--- src/rtl/cpu_pkg.sv ---
// cpu_pkg: shared definitions for the 4-bit CPU control unit.
// Holds the instruction field positions, opcode values, the ALU operation
// encoding and the control FSM state type.
package cpu_pkg;

    localparam int unsigned INSTR_W  = 8;
    localparam int unsigned DATA_W   = 4;
    localparam int unsigned RADDR_W  = 2;
    localparam int unsigned OP_W     = 4;
    localparam int unsigned ALU_OP_W = 3;

    // Instruction byte layout: [7:4] op, [3:2] rd, [1:0] rs
    localparam int unsigned IR_OP_MSB = 7;
    localparam int unsigned IR_OP_LSB = 4;
    localparam int unsigned IR_RD_MSB = 3;
    localparam int unsigned IR_RD_LSB = 2;
    localparam int unsigned IR_RS_MSB = 1;
    localparam int unsigned IR_RS_LSB = 0;

    localparam logic [OP_W-1:0] OP_NOP  = 4'h0;
    localparam logic [OP_W-1:0] OP_MOV  = 4'h1;
    localparam logic [OP_W-1:0] OP_ADD  = 4'h2;
    localparam logic [OP_W-1:0] OP_SUB  = 4'h3;
    localparam logic [OP_W-1:0] OP_AND  = 4'h4;
    localparam logic [OP_W-1:0] OP_OR   = 4'h5;
    localparam logic [OP_W-1:0] OP_XOR  = 4'h6;
    localparam logic [OP_W-1:0] OP_NOT  = 4'h7;
    localparam logic [OP_W-1:0] OP_LDI  = 4'h8;
    localparam logic [OP_W-1:0] OP_JMP  = 4'h9;
    localparam logic [OP_W-1:0] OP_JZ   = 4'hA;
    localparam logic [OP_W-1:0] OP_HALT = 4'hF;

    // ALU operation code is the low three opcode bits (IR[6:4])
    typedef enum logic [ALU_OP_W-1:0] {
        ALU_NONE = 3'd0,
        ALU_MOV  = 3'd1,
        ALU_ADD  = 3'd2,
        ALU_SUB  = 3'd3,
        ALU_AND  = 3'd4,
        ALU_OR   = 3'd5,
        ALU_XOR  = 3'd6,
        ALU_NOT  = 3'd7
    } alu_op_t;

    typedef enum logic [2:0] {
        S_IDLE   = 3'd0,
        S_FETCH  = 3'd1,
        S_DECODE = 3'd2,
        S_FETCH2 = 3'd3,
        S_EXEC   = 3'd4,
        S_HALT   = 3'd5
    } state_t;

endpackage

--- src/rtl/cpu_decode.sv ---
// cpu_decode: combinational opcode decoder.
// Ports:
//   op          in  4  opcode nibble IR[7:4]
//   is_two_byte out 1  instruction carries an immediate byte (LDI/JMP/JZ)
//   writes_rf   out 1  instruction writes the register file (ops 1..8)
//   is_alu      out 1  write data comes from the external ALU (ops 2..7)
//   is_jump     out 1  unconditional jump
//   is_jz       out 1  jump if zero flag set
//   is_halt     out 1  halt instruction
//   alu_op      out 3  ALU operation = IR[6:4]
module cpu_decode
    import cpu_pkg::*;
(
    input  logic [OP_W-1:0]     op,
    output logic                is_two_byte,
    output logic                writes_rf,
    output logic                is_alu,
    output logic                is_jump,
    output logic                is_jz,
    output logic                is_halt,
    output logic [ALU_OP_W-1:0] alu_op
);

    // Opcode classification; B..E and NOP fall through with everything low
    always_comb begin
        is_two_byte = 1'b0;
        writes_rf   = 1'b0;
        is_alu      = 1'b0;
        is_jump     = 1'b0;
        is_jz       = 1'b0;
        is_halt     = 1'b0;
        alu_op      = op[ALU_OP_W-1:0];
        case (op)
            OP_MOV: writes_rf = 1'b1;
            OP_ADD, OP_SUB, OP_AND, OP_OR, OP_XOR, OP_NOT: begin
                writes_rf = 1'b1;
                is_alu    = 1'b1;
            end
            OP_LDI: begin
                writes_rf   = 1'b1;
                is_two_byte = 1'b1;
            end
            OP_JMP: begin
                is_two_byte = 1'b1;
                is_jump     = 1'b1;
            end
            OP_JZ: begin
                is_two_byte = 1'b1;
                is_jz       = 1'b1;
            end
            OP_HALT: is_halt = 1'b1;
            default: ;
        endcase
    end

endmodule

--- src/rtl/cpu_control.sv ---
// cpu_control: multi-cycle control unit of the 4-bit CPU.
// Fetches instruction bytes, decodes them, and drives the 4x4 register file
// and external ALU. Holds PC, IR, immediate byte and zero flag.
// Build option: CPU_STEP_EN adds the step port; each step pulse sampled in
// S_FETCH releases exactly one instruction fetch.
// Ports:
//   clk, reset                 clock, asynchronous active-high reset
//   imem_req/imem_addr         fetch request and address (= pc)
//   imem_valid/imem_data       fetch response
//   rf_r_addr_a/rf_r_addr_b    rs / rd read addresses from IR
//   rf_r_data_a/rf_r_data_b    rs / rd read data
//   alu_op/alu_result          external ALU operation and result
//   rf_we/rf_w_addr/rf_w_data  one-cycle register-file write
//   pc, halted                 program counter, halt indicator
//   step                       single-step pulse (CPU_STEP_EN only)
module cpu_control
    import cpu_pkg::*;
#(
    parameter int unsigned          PC_W     = 8,
    parameter logic [PC_W-1:0]      RESET_PC = '0
) (
    input  logic                    clk,
    input  logic                    reset,
    output logic                    imem_req,
    output logic [PC_W-1:0]         imem_addr,
    input  logic                    imem_valid,
    input  logic [INSTR_W-1:0]      imem_data,
    output logic [RADDR_W-1:0]      rf_r_addr_a,
    output logic [RADDR_W-1:0]      rf_r_addr_b,
    input  logic [DATA_W-1:0]       rf_r_data_a,
    input  logic [DATA_W-1:0]       rf_r_data_b,
    output logic [ALU_OP_W-1:0]     alu_op,
    input  logic [DATA_W-1:0]       alu_result,
    output logic                    rf_we,
    output logic [RADDR_W-1:0]      rf_w_addr,
    output logic [DATA_W-1:0]       rf_w_data,
    output logic [PC_W-1:0]         pc,
`ifdef CPU_STEP_EN
    input  logic                    step,
`endif
    output logic                    halted
);

    state_t               state;
    logic [INSTR_W-1:0]   ir;
    logic [INSTR_W-1:0]   imm;
    logic                 z;

    logic                 is_two_byte;
    logic                 writes_rf;
    logic                 is_alu;
    logic                 is_jump;
    logic                 is_jz;
    logic                 is_halt;
    logic [RADDR_W-1:0]   rd;

    // rd contents feed the external ALU directly; not needed here
    logic                 unused_rd_data;
    assign unused_rd_data = ^rf_r_data_b;

    assign rd          = ir[IR_RD_MSB:IR_RD_LSB];
    assign rf_r_addr_a = ir[IR_RS_MSB:IR_RS_LSB];
    assign rf_r_addr_b = rd;
    assign imem_addr   = pc;

    cpu_decode u_decode (
        .op          (ir[IR_OP_MSB:IR_OP_LSB]),
        .is_two_byte (is_two_byte),
        .writes_rf   (writes_rf),
        .is_alu      (is_alu),
        .is_jump     (is_jump),
        .is_jz       (is_jz),
        .is_halt     (is_halt),
        .alu_op      (alu_op)
    );

    // Control FSM with registered request/write outputs
    always_ff @(posedge clk or posedge reset) begin
        if (reset) begin
            state     <= S_IDLE;
            pc        <= RESET_PC;
            ir        <= '0;
            imm       <= '0;
            z         <= 1'b0;
            imem_req  <= 1'b0;
            rf_we     <= 1'b0;
            rf_w_addr <= '0;
            rf_w_data <= '0;
            halted    <= 1'b0;
        end else begin
            case (state)
                S_IDLE: begin
                    state <= S_FETCH;
`ifdef CPU_STEP_EN
                    imem_req <= 1'b0;
`else
                    imem_req <= 1'b1;
`endif
                end
                S_FETCH: begin
                    if (imem_req && imem_valid) begin
                        ir       <= imem_data;
                        pc       <= pc + PC_W'(1);
                        imem_req <= 1'b0;
                        state    <= S_DECODE;
                    end
`ifdef CPU_STEP_EN
                    // Step only releases a request that is not yet raised
                    else if (!imem_req && step) begin
                        imem_req <= 1'b1;
                    end
`endif
                end
                S_DECODE: begin
                    if (is_two_byte) begin
                        imem_req <= 1'b1;
                        state    <= S_FETCH2;
                    end else begin
                        // rf read data and ALU result are stable once IR is loaded
                        rf_we     <= writes_rf;
                        rf_w_addr <= rd;
                        rf_w_data <= is_alu ? alu_result : rf_r_data_a;
                        state     <= S_EXEC;
                    end
                end
                S_FETCH2: begin
                    if (imem_req && imem_valid) begin
                        imm      <= imem_data;
                        pc       <= pc + PC_W'(1);
                        imem_req <= 1'b0;
                        rf_we    <= writes_rf;
                        if (writes_rf) begin
                            rf_w_addr <= rd;
                            rf_w_data <= imem_data[DATA_W-1:0];
                        end
                        state <= S_EXEC;
                    end
                end
                S_EXEC: begin
                    rf_we <= 1'b0;
                    if (rf_we) begin
                        z <= (rf_w_data == '0);
                    end
                    if (is_jump || (is_jz && z)) begin
                        pc <= PC_W'(imm);
                    end
                    if (is_halt) begin
                        halted <= 1'b1;
                        state  <= S_HALT;
                    end else begin
`ifdef CPU_STEP_EN
                        imem_req <= 1'b0;
`else
                        imem_req <= 1'b1;
`endif
                        state <= S_FETCH;
                    end
                end
                S_HALT: state <= S_HALT;
                default: state <= S_IDLE;
            endcase
        end
    end

endmodule

--- config.mk ---
export PLATFORM = sky130hd
export DESIGN_NAME = cpu_control
export DESIGN_NICKNAME = d
export VERILOG_FILES = /design/src/rtl/cpu_pkg.sv /design/src/rtl/cpu_decode.sv /design/src/rtl/cpu_control.sv
export SDC_FILE = /design/constraint.sdc
export NUM_CORES = 1
export LEC_CHECK = 0
export BUFFER_PORTS_ARGS = -buffer_cell sky130_fd_sc_hd__buf_2
export CAP_MARGIN = 20
export CORE_MARGIN = 1.5
export CORE_UTILIZATION = 56
export DETAILED_ROUTE_END_ITERATION = 8
export PLACE_DENSITY = 0.94
export SLEW_MARGIN = 20
export SYNTH_ARGS = -nofsm -noshare
export SYNTH_HDL_FRONTEND = slang
export SYNTH_SLANG_ARGS = --single-unit
--- constraint.sdc ---
create_clock -name clk -period 4.6 [get_ports clk]
set_input_delay 0.92 -clock clk [delete_from_list [all_inputs] [get_ports clk]]
set_output_delay 0.92 -clock clk [all_outputs]
set_load 0.1 [all_outputs]
* Word-level counts from Yosys, hierarchy flattened
Index checks and enable logic that the tools add are counted. W data, S select, Z words.
Storage, ports and cells: flip-flop bits (word level) 37, input bits 23, word-level logic and storage cells 87
Operators by class: add/sub/neg operators 1, equal/unequal tests 24, muxes and demuxes 30, reduce and logical (&&, ||, !) cells 22
Operator list (count):
- $pmux W3 S6 | 1
- $eq A4 B3 Y1 const B | 4
- $eq A4 B4 Y1 const B | 4
- $mux W4 | 4
- $mux W8 | 2
- $pmux W8 S2 | 1
- $ne A2 B2 Y1 const B | 7
- $mux W3 | 4
- $mux W1 | 11
- $reduce_and A2 Y1 | 5
- $add A8 B1 Y8 const B | 1
- $eq A4 B2 Y1 const B | 2
- $pmux W4 S2 | 1
- $reduce_and A4 Y1 | 2
- $reduce_or A8 Y1 | 1
- $eq A3 B2 Y1 const B | 2
- $eq A3 B3 Y1 const B | 2
- $mux W2 | 3
- $reduce_and A3 Y1 | 2
- $reduce_or A6 Y1 | 1
- $eq A4 B1 Y1 const B | 1
- $logic_not A4 Y1 | 1
- $pmux W1 S4 | 1
- $pmux W2 S2 | 1
- 11 further kinds | 13

* Depth between registers and ports, before layout
depth after elaboration 6, mapped depth 6, gate-level depth less buffers 6

* Modules after synthesis
A second synthesis with hierarchy kept.
Unflattened totals: cell total of the unflattened synthesis 188, area total of the unflattened synthesis 2001.9 µm²
By module, submodules not included:
- cpu_control | times used 1, cells an instance 176, area an instance 1899.3 µm², seq. area each 925.9 µm²
- cpu_decode | times used 1, cells an instance 12, area an instance 102.6 µm², seq. area each 0.0 µm²

* Worst setup path after synthesis
No wires, ideal clock.
kind flip-flop to output port, from register pc[0], in the netlist imem_addr[0], to output pc[0], data arrival time 1.408 ns, path slack 2.272 ns, stages on the path, launching flop included 2, cell sequence dfrtp_1 -> buf_4
RTL lines:
- from (decl) | RTL line cpu_control.sv:37 | output logic [PC_W-1:0] pc,
- from (signal assigned) | RTL line cpu_control.sv:103 | pc <= pc + PC_W'(1);
- from (signal assigned) | RTL line cpu_control.sv:129 | pc <= pc + PC_W'(1);
- from (signal assigned) | RTL line cpu_control.sv:145 | pc <= PC_W'(imm);
No word-level cell between the ends.

* Final worst setup path
from register imem_req, to output imem_req
RTL lines:
- from (decl) | RTL line cpu_control.sv:24 | output logic imem_req,
- from (signal assigned) | RTL line cpu_control.sv:85 | imem_req <= 1'b0;
- from (signal assigned) | RTL line cpu_control.sv:97 | imem_req <= 1'b1;
- from (signal assigned) | RTL line cpu_control.sv:104 | imem_req <= 1'b0;
No word-level cell between the ends.

==> results.md <==
* Port buffer count at 50
* Buffers & Inverters on Critical Path at 1
* Syn nets at 208
* Largest cells by area after synthesis: dfrtp_1 47%, mux2_2 12%, buf_4 6.4%, a21oi_1 3.0%, nand2_1 3.0%
* Min Hold Slack at 465.6 ps
* Vias in the first global route at 1523
* Die X at 62.49 um
* Flops & latches, synth at 37
* Syn Inst Count at 184
* Final slew viol count at 0
* Layout cells sized above 1 at 41.26%
* Resized cells post-CTS at 0
* Clk_lat worst skew at 350 ps
* Top Ports at 55
* Setup CP Type: reg -> out
* Required @ worst endpoint at 3680 ps
* Num CTS Buffers at 5
* Core area at 3363 um^2
* CP endpoint kind: output port
* First-pass GRT wire length at 6975 um
* Sink Count at 37
* Slew @ Worst Pin at 572.0 ps
* Layout area overhead at 12.94%
* Synth Flop Type: dfrtp_1
* Die area at 3905 um^2
* Unrepaired setup endpoints after global routing: no
* Ys Warns at 0
* Num rows at 21
* Critical-path top delay cell: dfrtp_1
* Tmin final at 2308 ps
* CP Cell Sequence: buf_2
* # setup viols final at 0
* Nets at 246
* Fill count at 294
* Drt first-iter violations at 85
* Commonest cells post-synth: 37 x dfrtp_1, 21 x mux2_2, 17 x buf_4
* CTS clk-pin slew, worst paths at 120 ps
* DR vias at 1561
* Fin. Hold Viols at 0
* Synth area leader: dfrtp_1
* CTS root buffer: clkbuf_4
* CP max stage delay at 540 ps
* Synthesized area at 1982 um^2
* Arrival @ worst endpoint at 1390 ps
* Initial Util at 58.93%
* Yosys cell types at 41
* Wire per inst at 15.41 um
* TritonCTS clock tree: done
* Clock skew at 11.54 ps
* Final WL at 4146 um
* Max Cap Viol at 0
* DRC at 0
* Fmax at 433.2 MHz
* DP HPWL at 2988 um
* Crit start category: register
* Max FO, Critical Path at 6
* Remaining antenna violation count at 0
* Overflow after GRT at 0
* Status: completed
* Post-synthesis async set-or-reset flop share at 100.0%
* GRT Total Usage at 23.21%
* Post-synth top area share at 46.72%
* Die height at 62.49 um
* Worst path top cell family by delay: flip-flops
* # diodes at 0
* Initial antenna violation count at 0
* Post-synth EDFFs at 0
* Sequential area share after synthesis at 46.72%
* Post-route clock period utilization at 50.18%
* Mapped Avg Cell Area at 10.77 um^2
* RePlAce Congestion at 0.8983
* Via density at 5.803
* Largest net degree at the start of global routing at 38
* Hold Path Class: reg -> reg
* Most frequent cell after synthesis: dfrtp_1
* First-pass DRT Iterations at 4
* Setup Buffers After CTS at 0
* CTS max path bufs at 2
* Hold_buf cts at 0
* H-tree depth at 2
* Slew HR at 61.76%
* Setup TNS at 0 ps
==> cell families (layout without fill, tap and decap cells) <==
kind of cell               after synthesis  in the layout  synth area share, %
and+or+nand+nor                         60             60                17.05
DFF                                     37             37                46.72
AOI/OAI and AO/OA                       34             34                12.31
muxes                                   26             26                14.46
buffers and inverters                   24             63                7.954
xor gates and xnor gates                 2              2               0.8840
adders and majority gates                1              1               0.6312
==> final timing paths <==
kind                            slack, ps                  from  depth (start not counted)                        to
worst min-delay path                  470    halted$_DFFE_PP0P_                          1        halted$_DFFE_PP0P_
min in group asynchronous             650                 reset                          3  imem_addr[3]$_DFFE_PP0P_
max in group asynchronous            3630                 reset                          3             z$_DFFE_PP0P_
worst min register to register        470    halted$_DFFE_PP0P_                          1        halted$_DFFE_PP0P_
worst max-delay path                 2290  imem_req$_DFFE_PP0P_                          1                  imem_req
worst max register to register       2630  state[0]$_DFFE_PP0P_                          5  imem_addr[2]$_DFFE_PP0P_
==> per-layer routing <==
metal  track usage [%]  routed length [um]  vias up
li1                  -                   -      717
met1             28.21                1689      737
met2             37.37                2007       93
met3             6.306                 326       14
met4             13.06                 123        0
met5                 0                   0        -
==> cells in the final DEF, fill, tap and decap left out, types with 2 or more instances in the layout <==
cell / synthesis / layout
buf_2: 3 / 50
dfrtp_1: 37 / 37
mux2_2: 21 / 21
nand2_1: 16 / 16
nor2_1: 13 / 13
a21oi_1: 12 / 12
nand3_1: 7 / 7
nor3_1: 5 / 5
mux2i_1: 5 / 5
clkbuf_4: 0 / 5
inv_1: 4 / 4
nand2b_1: 4 / 4
a21o_1: 3 / 3
o21ai_0: 3 / 3
o221a_2: 3 / 3
o22ai_1: 3 / 3
nor2b_1: 2 / 2
nand4_1: 2 / 2
or2_1: 2 / 2
==> sequential cells by signal, indices dropped and copies added (netlist names) <==
signal	flops
rf_w_data	4
imem_addr	8
state	3
z	1
rf_we	1
ir	8
halted	1
imem_req	1
imm	8
rf_w_addr	2
==> layout make-up <==
| class | instances | area (um^2) | share of cell area [%] |
|---|---|---|---|
| sequential | 37 | 925.9 | 41.36 |
| tap | 46 | 57.56 | 2.571 |
| clock inverter | 3 | 46.29 | 2.068 |
| clock buffer | 5 | 37.54 | 1.677 |
| inverter | 4 | 15.01 | 0.6708 |
| multi-input combinational | 123 | 898.4 | 40.13 |
| timing repair buffer | 51 | 257.7 | 11.51 |
==> metrics by stage <==
stage          std cells  util, %  worst slack [ps]  instance area, um^2
2_1_floorplan        184        -              2272                 1982
3_3_place_gp         261    64.06              2377                 2155
3_5_place_dp         261    64.06              2338                 2155
4_1_cts              269    66.56              2288                 2238
5_1_grt              269    66.56              2227                 2238
6_report             269    66.56              2292                 2238
Power is left out: the tool's default activity adds up to more than one toggle a clock period on the data nets, which glitch-free logic cannot reach.
